`src/rtl/psum_pkg.sv`:
```
// psum_pkg: shared widths, drain FSM state encoding and skid-buffer helpers
// used by the psum drain path (DATA_WIDTH default also used by psum_manager).
package psum_pkg;

  // Default widths for the psum bank subsystem.
  localparam int PSUM_DATA_WIDTH = 32;
  localparam int DEF_BANK_COUNT  = 6;
  localparam int DEF_ADDR_WIDTH  = 8;
  localparam int DEF_GPR_WIDTH   = 6;

  // Output skid buffer depth; the read credit limit is tied to it.
  localparam int SKID_DEPTH = 2;

  typedef enum logic [1:0] {
    IDLE    = 2'd0,
    READ    = 2'd1,
    FLUSH   = 2'd2,
    RELEASE = 2'd3
  } drain_state_t;

  // Buffer occupancy after this cycle's push/pop (a fall-through pass keeps it).
  function automatic logic [2:0] occupancy_after(input logic [1:0] count,
                                                 input logic push,
                                                 input logic pop);
    return {1'b0, count} + {2'b00, push} - {2'b00, pop};
  endfunction

endpackage

```
`src/rtl/psum_skid_fifo.sv`:
```
// psum_skid_fifo: 2-entry in-order buffer with first-word fall-through.
// When empty, a pushed word is visible on data in the same cycle, and a
// simultaneous pop passes it straight through without storing it.
module psum_skid_fifo
  import psum_pkg::*;
#(
  parameter int WIDTH = PSUM_DATA_WIDTH + 1
) (
  input  logic             clk,
  input  logic             reset,
  input  logic             push,
  input  logic [WIDTH-1:0] push_data,
  input  logic             pop,
  output logic             valid,
  output logic [WIDTH-1:0] data,
  output logic [1:0]       count
);

  logic [WIDTH-1:0] mem [SKID_DEPTH];
  logic             wr_ptr;
  logic             rd_ptr;
  logic             empty;
  logic             store;
  logic             deq;

  assign empty = (count == 2'd0);
  assign valid = !empty || push;
  assign data  = empty ? push_data : mem[rd_ptr];

  // A push into an empty buffer that is popped the same cycle bypasses storage.
  assign store = push && !(empty && pop);
  assign deq   = pop && !empty;

  // storage, pointers and occupancy
  always_ff @(posedge clk or negedge reset) begin
    if (!reset) begin
      for (int i = 0; i < SKID_DEPTH; i++) mem[i] <= '0;
      wr_ptr <= 1'b0;
      rd_ptr <= 1'b0;
      count  <= 2'd0;
    end else begin
      if (store) begin
        mem[wr_ptr] <= push_data;
        wr_ptr      <= ~wr_ptr;
      end
      if (deq) rd_ptr <= ~rd_ptr;
      count <= count + {1'b0, store} - {1'b0, deq};
    end
  end

endmodule

```
`src/rtl/psum_drain.sv`:
```
// psum_drain: streams entries 0..N-1 of a finished psum bank out through a
// ready/valid port, then pulses bank_release/drain_done for one cycle.
// Reads are credit limited so buffered plus in-flight words never exceed two.
// Build option: define PSUM_DRAIN_RELU_EN to clamp negative output words to 0.
module psum_drain
  import psum_pkg::*;
#(
  parameter int TOTAL_BANK_COUNT = DEF_BANK_COUNT,
  parameter int BANK_INDEX_WIDTH = $clog2(TOTAL_BANK_COUNT),
  parameter int ADDR_WIDTH       = DEF_ADDR_WIDTH,
  parameter int GPR_WIDTH        = DEF_GPR_WIDTH,
  parameter int DATA_WIDTH       = PSUM_DATA_WIDTH
) (
  input  logic                        clk,
  input  logic                        reset,
  input  logic                        drain_req,
  input  logic [BANK_INDEX_WIDTH-1:0] drain_bank_index,
  input  logic [ADDR_WIDTH-1:0]       drain_length,
  input  logic [GPR_WIDTH-1:0]        drain_op_id,
  output logic                        drain_busy,
  output logic                        mem_rd_en,
  output logic [BANK_INDEX_WIDTH-1:0] mem_rd_bank_index,
  output logic [ADDR_WIDTH-1:0]       mem_rd_address,
  input  logic [DATA_WIDTH-1:0]       mem_rd_data,
  output logic                        out_valid,
  output logic [DATA_WIDTH-1:0]       out_data,
  output logic [GPR_WIDTH-1:0]        out_op_id,
  output logic                        out_last,
  input  logic                        out_ready,
  output logic                        bank_release,
  output logic [BANK_INDEX_WIDTH-1:0] bank_release_index,
  output logic                        drain_done
);

  drain_state_t                state;
  logic [BANK_INDEX_WIDTH-1:0] bank_q;
  logic [ADDR_WIDTH-1:0]       len_q;
  logic [GPR_WIDTH-1:0]        op_q;
  logic [ADDR_WIDTH-1:0]       rd_addr;

  // read issued last cycle; its data is on mem_rd_data now
  logic                        rd_inflight;
  logic                        rd_inflight_last;

  logic                        fifo_valid;
  logic [DATA_WIDTH:0]         fifo_word;
  logic [1:0]                  fifo_count;
  logic                        push;
  logic                        pop;
  logic                        fire_last;
  logic [DATA_WIDTH-1:0]       word;
  logic [DATA_WIDTH-1:0]       shaped;

  logic [2:0]                  count_next;
  logic [ADDR_WIDTH:0]         addr_next;
  logic                        last_addr;
  logic                        can_issue;

  assign push      = rd_inflight;
  assign pop       = fifo_valid && out_ready;
  assign fire_last = pop && fifo_word[DATA_WIDTH];

  // Next-cycle view of the credit: buffer occupancy after this edge plus the
  // read (if any) issued this cycle, which will be in flight next cycle.
  assign count_next = occupancy_after(fifo_count, push, pop);
  assign addr_next  = {1'b0, rd_addr} + (ADDR_WIDTH+1)'(mem_rd_en);
  assign last_addr  = ({1'b0, rd_addr} + (ADDR_WIDTH+1)'(1)) == {1'b0, len_q};
  assign can_issue  = (addr_next < {1'b0, len_q}) &&
                      ((count_next + 3'(mem_rd_en)) < 3'(SKID_DEPTH));

  // drain sequencing; read enable/address are registered one cycle ahead
  always_ff @(posedge clk or negedge reset) begin
    if (!reset) begin
      state        <= IDLE;
      bank_q       <= '0;
      len_q        <= '0;
      op_q         <= '0;
      rd_addr      <= '0;
      mem_rd_en    <= 1'b0;
      drain_busy   <= 1'b0;
      bank_release <= 1'b0;
      drain_done   <= 1'b0;
    end else begin
      bank_release <= 1'b0;
      drain_done   <= 1'b0;
      mem_rd_en    <= 1'b0;
      case (state)
        IDLE: begin
          if (drain_req) begin
            bank_q     <= drain_bank_index;
            len_q      <= drain_length;
            op_q       <= drain_op_id;
            rd_addr    <= '0;
            drain_busy <= 1'b1;
            if (drain_length != '0) begin
              state     <= READ;
              mem_rd_en <= 1'b1;
            end else begin
              state        <= RELEASE;
              bank_release <= 1'b1;
              drain_done   <= 1'b1;
            end
          end
        end
        READ: begin
          rd_addr   <= addr_next[ADDR_WIDTH-1:0];
          mem_rd_en <= can_issue;
          if (addr_next == {1'b0, len_q}) state <= FLUSH;
        end
        FLUSH: begin
          if (fire_last) begin
            state        <= RELEASE;
            bank_release <= 1'b1;
            drain_done   <= 1'b1;
          end
        end
        RELEASE: begin
          state      <= IDLE;
          drain_busy <= 1'b0;
        end
        default: state <= IDLE;
      endcase
    end
  end

  // in-flight read tracking; an async reset drops whatever was in flight
  always_ff @(posedge clk or negedge reset) begin
    if (!reset) begin
      rd_inflight      <= 1'b0;
      rd_inflight_last <= 1'b0;
    end else begin
      rd_inflight      <= mem_rd_en;
      rd_inflight_last <= mem_rd_en && last_addr;
    end
  end

  psum_skid_fifo #(
    .WIDTH(DATA_WIDTH + 1)
  ) u_skid (
    .clk      (clk),
    .reset    (reset),
    .push     (push),
    .push_data({rd_inflight_last, mem_rd_data}),
    .pop      (pop),
    .valid    (fifo_valid),
    .data     (fifo_word),
    .count    (fifo_count)
  );

  assign word = fifo_word[DATA_WIDTH-1:0];

`ifdef PSUM_DRAIN_RELU_EN
  assign shaped = word[DATA_WIDTH-1] ? '0 : word;
`else
  assign shaped = word;
`endif

  // Output fields are forced to zero whenever nothing is valid.
  assign out_valid          = fifo_valid;
  assign out_data           = fifo_valid ? shaped : '0;
  assign out_op_id          = fifo_valid ? op_q : '0;
  assign out_last           = fifo_valid && fifo_word[DATA_WIDTH];
  assign mem_rd_bank_index  = bank_q;
  assign mem_rd_address     = rd_addr;
  assign bank_release_index = bank_release ? bank_q : '0;

endmodule

```
`config.mk`:
```
export PLATFORM = sky130hd
export DESIGN_NAME = psum_drain
export DESIGN_NICKNAME = d
export VERILOG_FILES = /design/src/rtl/psum_pkg.sv /design/src/rtl/psum_skid_fifo.sv /design/src/rtl/psum_drain.sv
export SDC_FILE = /design/constraint.sdc
export NUM_CORES = 1
export LEC_CHECK = 0
export BUFFER_PORTS_ARGS = -buffer_cell sky130_fd_sc_hd__buf_4
export CAP_MARGIN = 20
export CORE_ASPECT_RATIO = 0.9
export CORE_MARGIN = 10
export CORE_UTILIZATION = 50
export DETAILED_ROUTE_END_ITERATION = 7
export PLACE_DENSITY_LB_ADDON = 0.2
export SLEW_MARGIN = 30
export SYNTH_ARGS = -nofsm -noshare
export SYNTH_HDL_FRONTEND = slang
export SYNTH_HIERARCHICAL = 1
export SYNTH_SLANG_ARGS = --single-unit
```
`constraint.sdc`:
```
create_clock -name clk -period 3.7 [get_ports clk]
set_input_delay 0.37 -clock clk [delete_from_list [all_inputs] [get_ports clk]]
set_output_delay 0.37 -clock clk [all_outputs]
set_load 0.03 [all_outputs]
```
==> impl_metrics.yaml <==
status:
  status: "completed"
placed_design:
  dpl.hpwl_um: 9430
  io_buffers: 110
  dp.cells: 756
  place.gp.congestion: 0.864
critical_path:
  cp.arrival_ps: 3550
  path_max_fanout: 7
  critPathLaunchType: "flip-flop"
  cp-end-kind: "flip-flop"
  critPathKind: "flip-flop to flip-flop"
  critical_path_required_ps: 3970
synthesis:
  syn_area_sq_um: 5710
  ys_seq_area_frac: 0.447
  synth-edff-count: 0
  synth_flop_cell: "dfrtp_1"
  ys_seq_elements: 102
  ys_types: 55
  syn-instance-count: 518
  synth_area_per_cell_sq_um: 11.0
  synth_nets: 590
  ys.warnings.count: 6
  synth-async-reset-ratio: 1.00
route:
  drc: 0
  vias: 4140
  wl_per_cell_um: 17.0
  avgViaCountPerCell: 5.36
  wl_um: 13200
  drtIter0Drc: 404
  ant_nets: 0
  drt_first_pass_iters: 4
global_routing:
  antenna_found_initial: 0
  grt_pass1_wl_um: 21800
  grt_pass1_vias: 4410
  grt_use_total: 0.163
  grt_use_met2: 0.271
  grt_max_degree: 58
  grt_use_met1: 0.203
  grt-ovfl-total: 0
  grt_use_met3: 0.0480
  busiest_layer: "met2"
clock_network:
  cts-root-buf: "clkbuf_16"
  cts_resized: 0
  worstSkewPairLatency_ps: 340
  clock-sinks: 102
  cts_made_buffers: 9
  postCtsSetupRepairBufs: 0
  cts_tree: "built"
  hold_buffers: 0
  cts_max_level: 3
  max-clock-path-buffers: 2
  clk_pin_slew_ps: 70
timing:
  fin_crit_sh: 0.887
  fin_crit_ps: 3280
  worst_slew_pin_slew_ps: 934
  relSlewSlack: 0.377
  rsz0062_at_grt: "no"
  final-max-slew-violation-count: 0
  finClkSkew_ps: 8.85
  tns_ps: 0
  setup_viol: 0
  hold_viol_final: 0
  fmax_ghz: 0.305
floorplan:
  fp.coreArea_sq_um: 11000
  io_pins: 111
  dieArea_sq_um: 16100
  fp-row-count: 36
  start_util: 0.520
  dieWidth_um: 133
  die_h_um: 121
cells_and_area:
  stdcell_count: 772
  n_antenna_cell: 0
  multi_input_area_sq_um: 2870
  seq_area_sq_um: 2550
  final_cell_mix: "buf_4, dfrtp_1, mux2_2"
  fill_cells: 917
  final_common_cell: "buf_4"
  drive_gt1_frac: 0.365
  area_growth_pct: 20.2
  layout.nets: 687
run:
  cap_violations: 0
pwr:
  leakagePower_nw: 3.25
  vdd_ir_drop_max_mv: 0.387
  p_per_area_nw_per_um2: 969
worst_hold_path:
  hold_path_class: "primary input to asynchronous set/reset pin"
## area by class of cell
type | count | share of cell area
Clock inverter | 7 | 0.00601
Timing Repair Buffer | 120 | 0.133
Clock buffer | 9 | 0.0328
Tap cell | 152 | 0.0277
Inverter | 21 | 0.0115
Multi-Input combinational cell | 361 | 0.417
Sequential cell | 102 | 0.372
## cells in the mapped netlist (all sizes together), types with 3 or more instances
| cell | n | area (sq um) |
|---|---|---|
| dfrtp | 102 | 2550 |
| mux2 | 78 | 878 |
| and2 | 43 | 269 |
| nor2 | 40 | 155 |
| a21oi | 37 | 189 |
| mux2i | 36 | 360 |
| inv | 21 | 78.8 |
| buf | 20 | 164 |
| ha | 18 | 225 |
| nand2 | 16 | 60.1 |
| clkbuf | 14 | 62.6 |
| o21ai | 14 | 70.1 |
| xnor2 | 9 | 78.8 |
| xor2 | 7 | 61.3 |
| nand3 | 6 | 30.0 |
| a32o | 5 | 50.1 |
| a211o | 4 | 35.0 |
| and3 | 4 | 26.3 |
| nand4 | 4 | 25.0 |
| nor2b | 4 | 25.0 |
| nor4 | 4 | 31.3 |
| a22o | 3 | 26.3 |
| nand2b | 3 | 18.8 |
## power by group
part           switching, mW  total, mW  internal [mW]  leakage (nW)
Clock                  0.411      0.862          0.451         0.135
Combinational           2.08       3.88           1.80          1.91
Sequential             0.355       1.91           1.56          1.21
## cells by family after synthesis
logic type	share of synthesized area
xor gates and xnor gates	0.0245
DFF	0.447
muxes	0.217
and+or+nand+nor	0.132
buffers and inverters	0.0534
AOI/OAI and AO/OA	0.0837
adders and majority gates	0.0429
## registers in the layout, indices dropped and copies added, names as in the netlist
| register | cells |
|---|---|
| rd_inflight_last | 1 |
| u_skid/wr_ptr | 1 |
| push | 1 |
| len_q | 8 |
| u_skid/count | 2 |
| drain_busy | 1 |
| mem_rd_address | 8 |
| u_skid/rd_ptr | 1 |
| mem_rd_bank_index | 3 |
| state | 2 |
| u_skid/mem | 66 |
| op_q | 6 |
| drain_done | 1 |
| mem_rd_en | 1 |
## metrics by stage
stage	hold slack, ps	util	instance area (sq um)	power, mW	worst slack, ps
final	89.4	0.625	6870	6.65	420
after detailed placement	482	0.601	6600	5.85	426
after CTS	111	0.625	6870	6.73	406
after global routing	144	0.625	6870	7.11	229
after floorplan	74.4	-	5710	4.72	314
after global placement	470	0.601	6600	5.74	516
## routing by layer
metal / share of wire / wire [um]
met1: 0.46 / 6000
met4: 0.011 / 141
met3: 0.058 / 758
met5: 0 / 0
met2: 0.48 / 6260
## critical path: stages, from the launching register on
cell	delay [ps]
dfrtp_1	450
or3_1	390
and2_1	240
ha_1	300
inv_1	40
ha_1	260
a21o_1	170
fa_1	420
or3b_1	350
a211o_1	250
a211o_1	230
o21ai_1	120
## worst paths after layout
kind / start / end / slack (ps) / depth (start not counted)
worst max-delay path: u_skid/count[0] / mem_rd_en / 420 / 11
worst min-delay path: reset / u_skid/mem[42] / 90 / 1
worst max register to register: u_skid/count[0] / mem_rd_en / 420 / 11
worst min register to register: op_q[0] / op_q[0] / 500 / 1
max in group asynchronous: reset / u_skid/mem[34] / 2770 / 2
min in group clk: drain_length[1] / len_q[1] / 230 / 3
No activity file was read; power rests on OpenSTA's default activity.
